**src/rtl/qdiv.sv**
```systemverilog
// Sign-magnitude Q-format divider: restoring shift-subtract, one quotient bit per clock,
// with saturation on overflow and a single-edge shortcut for a zero divisor.
module qdiv #(
  parameter int Q = 15,
  parameter int N = 32
) (
  input  logic         clk,
  input  logic         rst,
  input  logic         start,
  input  logic [N-1:0] a,
  input  logic [N-1:0] b,
  output logic [N-1:0] q,
  output logic         busy,
  output logic         done,
  output logic         ovf,
  output logic         dbz
);

  localparam int W  = N - 1 + Q;
  localparam int CW = $clog2(W + 1);

  typedef enum logic [1:0] {
    IDLE,
    CALC,
    DONE
  } state_t;

  state_t state, state_next;

  logic [W-1:0]  work;
  logic [W-1:0]  work_next;
  logic [N-1:0]  rem;
  logic [N-1:0]  rem_next;
  logic [N-1:0]  rem_shift;
  logic [N-1:0]  rem_diff;
  logic [N-2:0]  divisor;
  logic [CW-1:0] cnt;
  logic          sign;
  logic          q_bit;
  logic          accept;
  logic          div_zero;
  logic          last;
  logic          ovf_final;
  logic [N-2:0]  mag_final;

  assign accept   = start && (state != CALC);
  assign div_zero = (b[N-2:0] == '0);
  assign last     = (state == CALC) && (cnt == '0);
  assign busy     = (state == CALC);
  assign done     = (state == DONE);

  // One restoring step; on the final step the saturated magnitude is taken straight from it
  always_comb begin
    rem_shift = {rem[N-2:0], work[W-1]};
    rem_diff  = rem_shift - {1'b0, divisor};
    q_bit     = (rem_shift >= {1'b0, divisor});
    rem_next  = q_bit ? rem_diff : rem_shift;
    work_next = {work[W-2:0], q_bit};
    ovf_final = |work_next[W-1:N-1];
    mag_final = ovf_final ? {(N-1){1'b1}} : work_next[N-2:0];
  end

  always_comb begin
    state_next = state;
    case (state)
      IDLE: begin
        if (start) state_next = div_zero ? DONE : CALC;
      end
      CALC: begin
        if (cnt == '0) state_next = DONE;
      end
      DONE: begin
        if (start) state_next = div_zero ? DONE : CALC;
        else       state_next = IDLE;
      end
      default: state_next = IDLE;
    endcase
  end

  always_ff @(posedge clk or posedge rst) begin
    if (rst) state <= IDLE;
    else     state <= state_next;
  end

  // The counter reloads on every accept, so an aborted or previous run leaves nothing behind
  always_ff @(posedge clk or posedge rst) begin
    if (rst) begin
      work    <= '0;
      rem     <= '0;
      divisor <= '0;
      cnt     <= '0;
      sign    <= 1'b0;
      q       <= '0;
      ovf     <= 1'b0;
      dbz     <= 1'b0;
    end else if (accept) begin
      sign    <= a[N-1] ^ b[N-1];
      divisor <= b[N-2:0];
      work    <= {a[N-2:0], {Q{1'b0}}};
      rem     <= '0;
      cnt     <= CW'(W - 1);
      if (div_zero) begin
        q   <= {a[N-1], {(N-1){1'b1}}};
        ovf <= 1'b1;
        dbz <= 1'b1;
      end
    end else if (state == CALC) begin
      work <= work_next;
      rem  <= rem_next;
      if (last) begin
        q   <= {sign & (|mag_final), mag_final};
        ovf <= ovf_final;
        dbz <= 1'b0;
      end else begin
        cnt <= cnt - CW'(1);
      end
    end
  end

endmodule

```
**config.mk**
```make
export PLATFORM = sky130hd
export DESIGN_NAME = qdiv
export DESIGN_NICKNAME = d
export VERILOG_FILES = /design/src/rtl/qdiv.sv
export SDC_FILE = /design/constraint.sdc
export NUM_CORES = 1
export LEC_CHECK = 0
export BUFFER_PORTS_ARGS = -buffer_cell sky130_fd_sc_hd__buf_2
export CAP_MARGIN = 20
export CELL_PAD_IN_SITES_DETAIL_PLACEMENT = 1
export CELL_PAD_IN_SITES_GLOBAL_PLACEMENT = 2
export CORE_UTILIZATION = 39
export DETAILED_ROUTE_END_ITERATION = 8
export PLACE_DENSITY_LB_ADDON = 0.3
export SLEW_MARGIN = 20
export SYNTH_ARGS = -nofsm -noshare
export SYNTH_HDL_FRONTEND = slang
export SYNTH_SLANG_ARGS = --single-unit
```
**constraint.sdc**
```tcl
create_clock -name clk -period 14.22 [get_ports clk]
set_input_delay 2.844 -clock clk [delete_from_list [all_inputs] [get_ports clk]]
set_output_delay 2.844 -clock clk [all_outputs]
set_load 0.02 [all_outputs]
```
# After elaboration in Yosys (flattened, before gate mapping)
# Cells that the tools add are included.
[word_totals]
register_bits = 151
elab_cells = 58
[op_classes]
add_sub_neg = 2
order_cmp = 1
n_eq_ne = 7
n_mux = 25
bitwise = 2
n_reduce_logical = 12
[op_table]
columns = ["operator", "count"]
rows = [
  ["2-to-1 mux 32 bit", 4],
  ["2-to-1 mux 31 bit", 4],
  ["2-to-1 mux 46 bit", 2],
  [">= comparator 32 x 31 -> 1 bit", 1],
  ["logical NOT 31 bit", 1],
  ["OR reduction 31 bit", 1],
  ["subtractor 31 bit", 1],
  ["2-to-1 mux 6 bit", 3],
  ["OR reduction 15 bit", 1],
  ["2-to-1 mux 2 bit", 4],
  ["2-to-1 mux 1 bit", 7],
  ["logical NOT 6 bit", 1],
  ["!= test 2 x 1 -> 1 bit (second input constant)", 3],
  ["one-hot mux 2 bit (3 select lines)", 1],
  ["subtractor 6 x 1 -> 6 bit (second input constant)", 1],
  ["!= test 2 bit (second input constant)", 2],
  ["AND reduction 2 bit", 2],
  ["nonzero test 2 bit", 2],
  ["AND reduction 3 bit", 1],
  ["equality test 2 x 1 -> 1 bit (second input constant)", 1],
  ["equality test 2 bit (second input constant)", 1],
  ["logical AND 1 bit", 2],
  ["logical NOT 2 bit", 1],
  ["AND 1 bit", 1],
  ["bitwise XOR 1 bit", 1],
]

# Logic depth before layout (Yosys ltp)
[logic_depth]
ltp_word = 7
mapped_depth = 14
depth_no_buf = 11

# Worst setup path after synthesis
# OpenSTA, ideal clock, no wires.
[synth_path]
kind = "input-to-reg"
start = "in start"
end = "reg divisor[10]"
arrival_time_ns = 4.162
required_time_ns = 14.137
path_slack_ns = 9.976
cell_stages = 7
path_cell_list = "clkbuf_1 clkinv_1 nor2_1 clkbuf_1 clkbuf_1 nand2_1 o21ai_0"
[synth_between]
elab_chain_len = 1
[synth_lines]
columns = ["element", "line", "rtl"]
rows = [
  ["start: declaration", "9", "input logic start,"],
  ["logical AND 1 bit", "46", "assign accept = start && (state != CALC);"],
  ["end signal: assignment", "98", "divisor <= b[N-2:0];"],
  ["end: declaration", "36", "logic [N-2:0] divisor;"],
]
# Every way passes these cells.
# A chain may end at the register's enable or synchronous reset.

# Worst setup path in the final report
[layout_path]
start = "in start"
end = "reg q[31]"
[layout_between]
elab_chain_len = 3
elab_cells_between_ends = 6
cone_classes = "1 x eq/ne; 1 x mux; 4 x reduce/logical"
[layout_lines]
columns = ["element", "line", "rtl"]
rows = [
  ["logical AND 1 bit (*)", "46", ""],
  ["!= test 2 x 1 -> 1 bit (no source line) or nonzero test 2 bit (tied branches)", "n/a", ""],
  ["AND reduction 3 bit (no source line)", "n/a", ""],
  ["end signal: assignment", "103", "q <= {a[N-1], {(N-1){1'b1}}};"],
  ["end signal: assignment", "111", "q <= {sign & (|mag_final), mag_final};"],
  ["end: declaration", "12", "output logic [N-1:0] q,"],
]
# Mark *: on every way between the ends. The rest lies on a longest branch, timed or not.

==> flow_metrics.env <==
export IMPL_finalCriticalPeriod_ns=5.166
export IMPL_io_pins=103
export IMPL_finalPower_uw=2606
export IMPL_cts_root_buf="clkbuf_16"
export IMPL_crit_fanout=66
export IMPL_yosys_top_cells_area="dfrtp_1 47%, o21ai_0 6.7%, nand2_1 6.0%"
export IMPL_synth_edff_count=0
export IMPL_worstSetupPathType="in -> reg"
export IMPL_async_reset_ff_frac=1.000
export IMPL_synth_commonest_cells="151 x dfrtp_1, 129 x nand2_1, 107 x o21ai_0"
export IMPL_tightest_slew_ns=0.8768
export IMPL_port_buffers=102
export IMPL_post_place_cells=1185
export IMPL_drt_first_pass_iters=4
export IMPL_synth_cell_area_um2=8004
export IMPL_fin_util=0.4610
export IMPL_post_cts_resized=0
export IMPL_hpwl_mm=14.45
export IMPL_synthDistinctLibCells=61
export IMPL_finalSetupViolCount=0
export IMPL_drv_slew=0
export IMPL_yosysTopAreaCell="dfrtp_1"
export IMPL_r2r_setup_slack_ns=10.75
export IMPL_peakVddDrop_mv=0.1163
export IMPL_synth_flop_cell="dfrtp_1"
export IMPL_drcViolationCount=0
export IMPL_setup_tns_ns=0
export IMPL_gp_congestion=0.8141
export IMPL_critical_path_arrival_ns=5.51
export IMPL_syn_area_per_cell_um2=9.372
export IMPL_cts_sinks=151
export IMPL_ys_warn_count=0
export IMPL_cts_tree="built"
export IMPL_grt_overflow=0
export IMPL_cts_buffers=17
export IMPL_finClkSkew_ns=0.008173
export IMPL_insertion_delay_ns=0.43
export IMPL_clock_path_buffers=2
export IMPL_grt_start_max_net_pins=91
export IMPL_core_um2=20170
export IMPL_max_cap_viol_count=0
export IMPL_hold_viol_final=0
export IMPL_syn_num_nets=954
export IMPL_holdCritPathClass="reg -> reg"
export IMPL_gr_usage_all_layers=0.2088
export IMPL_die_x_um=145.3
export IMPL_layout_cells_non_filler=1217
export IMPL_cts_setup_buffers=0
export IMPL_slew_limit_headroom=0.4133
export IMPL_first_global_vias=6868
export IMPL_final_area_um2=9298
export IMPL_via_per_inst=5.438
export IMPL_start_util=0.3968
export IMPL_core_rowCount=52
export IMPL_final_nets=1034
export IMPL_ant_nets=0
export IMPL_drive_above_1_share=0.1647
export IMPL_areaGrowthSynthToFinish_pct=16.16
export IMPL_synth_most_common_cell="dfrtp_1"
export IMPL_die_area_um2=21100
export IMPL_antenna_found_initial=0
export IMPL_diodes=0
export IMPL_p_leak_uw=0.004386
export IMPL_htreeDepth=4
export IMPL_holdBufCountCts=0
export IMPL_required_ns=14.57
export IMPL_fill_cells=2366
export IMPL_ys_ff_latch=151
export IMPL_die_height_um=145.3
export IMPL_fin_crit_sh=0.3633
export IMPL_clk_pin_slew_worst_paths_ns=0.07
export IMPL_ys_seq_area_frac=0.4721
export IMPL_wl_per_cell_um=17.11
export IMPL_fmax_mhz=193.6
export IMPL_synthCells=854
export IMPL_grt_pass1_wl_mm=35.51
export IMPL_status="finished clean"
export IMPL_startpoint_type="primary input"
export IMPL_place_area_um2=8701
export IMPL_rsz0062_at_grt="false"
export IMPL_yosysTopAreaCellShare=0.4721
export IMPL_dr_first_iter_drc_count=180
export IMPL_via_count=6618
export IMPL_crit_path_end_kind="flip-flop"
export IMPL_powerDensity_nw_per_um2=280.3
export IMPL_routed_wl_mm=20.82
## state kept, by name, indices dropped and copies added (netlist names)
register / count
rem: 31
q: 32
sign: 1
dbz: 1
cnt: 6
state: 2
ovf: 1
work: 46
divisor: 31
## report_power, final
group / switching, uW / internal [uW]
clock: 205 / 254
combinational: 821 / 568
sequential: 134 / 625
## worst max-delay path, cell delays in order
cell      delay, ns
buf_2          0.08
buf_4          0.49
clkinv_1       0.14
buf_4          0.33
nor2_4         0.15
buf_4          0.51
nand2_1        0.16
nand2_2        0.54
nor2_1         0.08
a21oi_1        0.15
## area by class of cell
type                       instances  area, um^2  share of cell area
clock buffer                      18       439.2             0.04723
clock inverter                    14       157.7             0.01696
tap                              270       337.8             0.03633
sequential                       151        3779              0.4064
multi-input combinational        615        3870              0.4162
timing repair buffer             108       555.5             0.05975
inverter                          41       158.9             0.01709
## placed cells by master, fill, tap and decap left out, types with 4 or more instances in the layout
cell	synthesis	layout
clkinv_4	0	4
nand2_1	129	128
or3_1	7	7
or2_2	4	4
nor2_1	25	24
nand3_1	29	29
ha_1	32	32
mux2i_1	45	45
buf_4	0	6
nand2b_1	8	8
a21o_1	8	8
xnor2_1	19	19
buf_2	3	102
o21ai_0	107	107
nand4_1	8	8
o21a_1	9	9
dfrtp_1	151	151
inv_1	39	38
nor4_1	19	19
a211oi_1	6	6
a21oi_1	48	48
and3_1	5	5
nor3_1	11	11
o22a_1	32	32
a31oi_1	10	10
inv_6	0	5
xor2_1	7	7
clkbuf_16	0	17
## routing by layer
layer,vias up,track usage,routed length (um)
met5,-,0,0
met4,0,0.07000,399
met3,26,0.03145,606
met2,104,0.3514,10110
met1,3277,0.2742,9699
li1,3211,-,-
## cell families (layout without fill, tap and decap cells)
group                    count (synthesis)  count (layout)  share of synthesized area
AO/OA/AOI/OAI                          253             253                     0.1948
XOR/XNOR                                26              26                    0.02845
adder cells (fa/ha/maj)                 33              33                    0.05252
buffers and inverters                   88             181                    0.04564
flip-flops                             151             151                     0.4721
multiplexers                            46              46                    0.05768
AND/OR/NAND/NOR                        257             257                     0.1488
## final timing paths
check / start / to / cells after the start
worst min register to register: sign$_DFFE_PP0P_ / sign$_DFFE_PP0P_ / 2
min in group asynchronous: rst / work[39]$_DFFE_PP0P_ / 2
worst min-delay path: sign$_DFFE_PP0P_ / sign$_DFFE_PP0P_ / 2
max in group asynchronous: rst / rem[24]$_DFFE_PP0P_ / 3
worst max register to register: work[45]$_DFFE_PP0P_ / rem[29]$_DFFE_PP0P_ / 11
worst max-delay path: start / q[31]$_DFFE_PP0P_ / 10
## through the flow
step	hold WS, ns	worst slack (ns)
after floorplan	0.4427	7.311
after global placement	0.4598	8.271
after detailed placement	0.4686	8.532
after CTS	0.4821	8.974
after global routing	0.5189	8.691
final	0.4796	9.054
No activity file was read; power rests on OpenSTA's default activity.
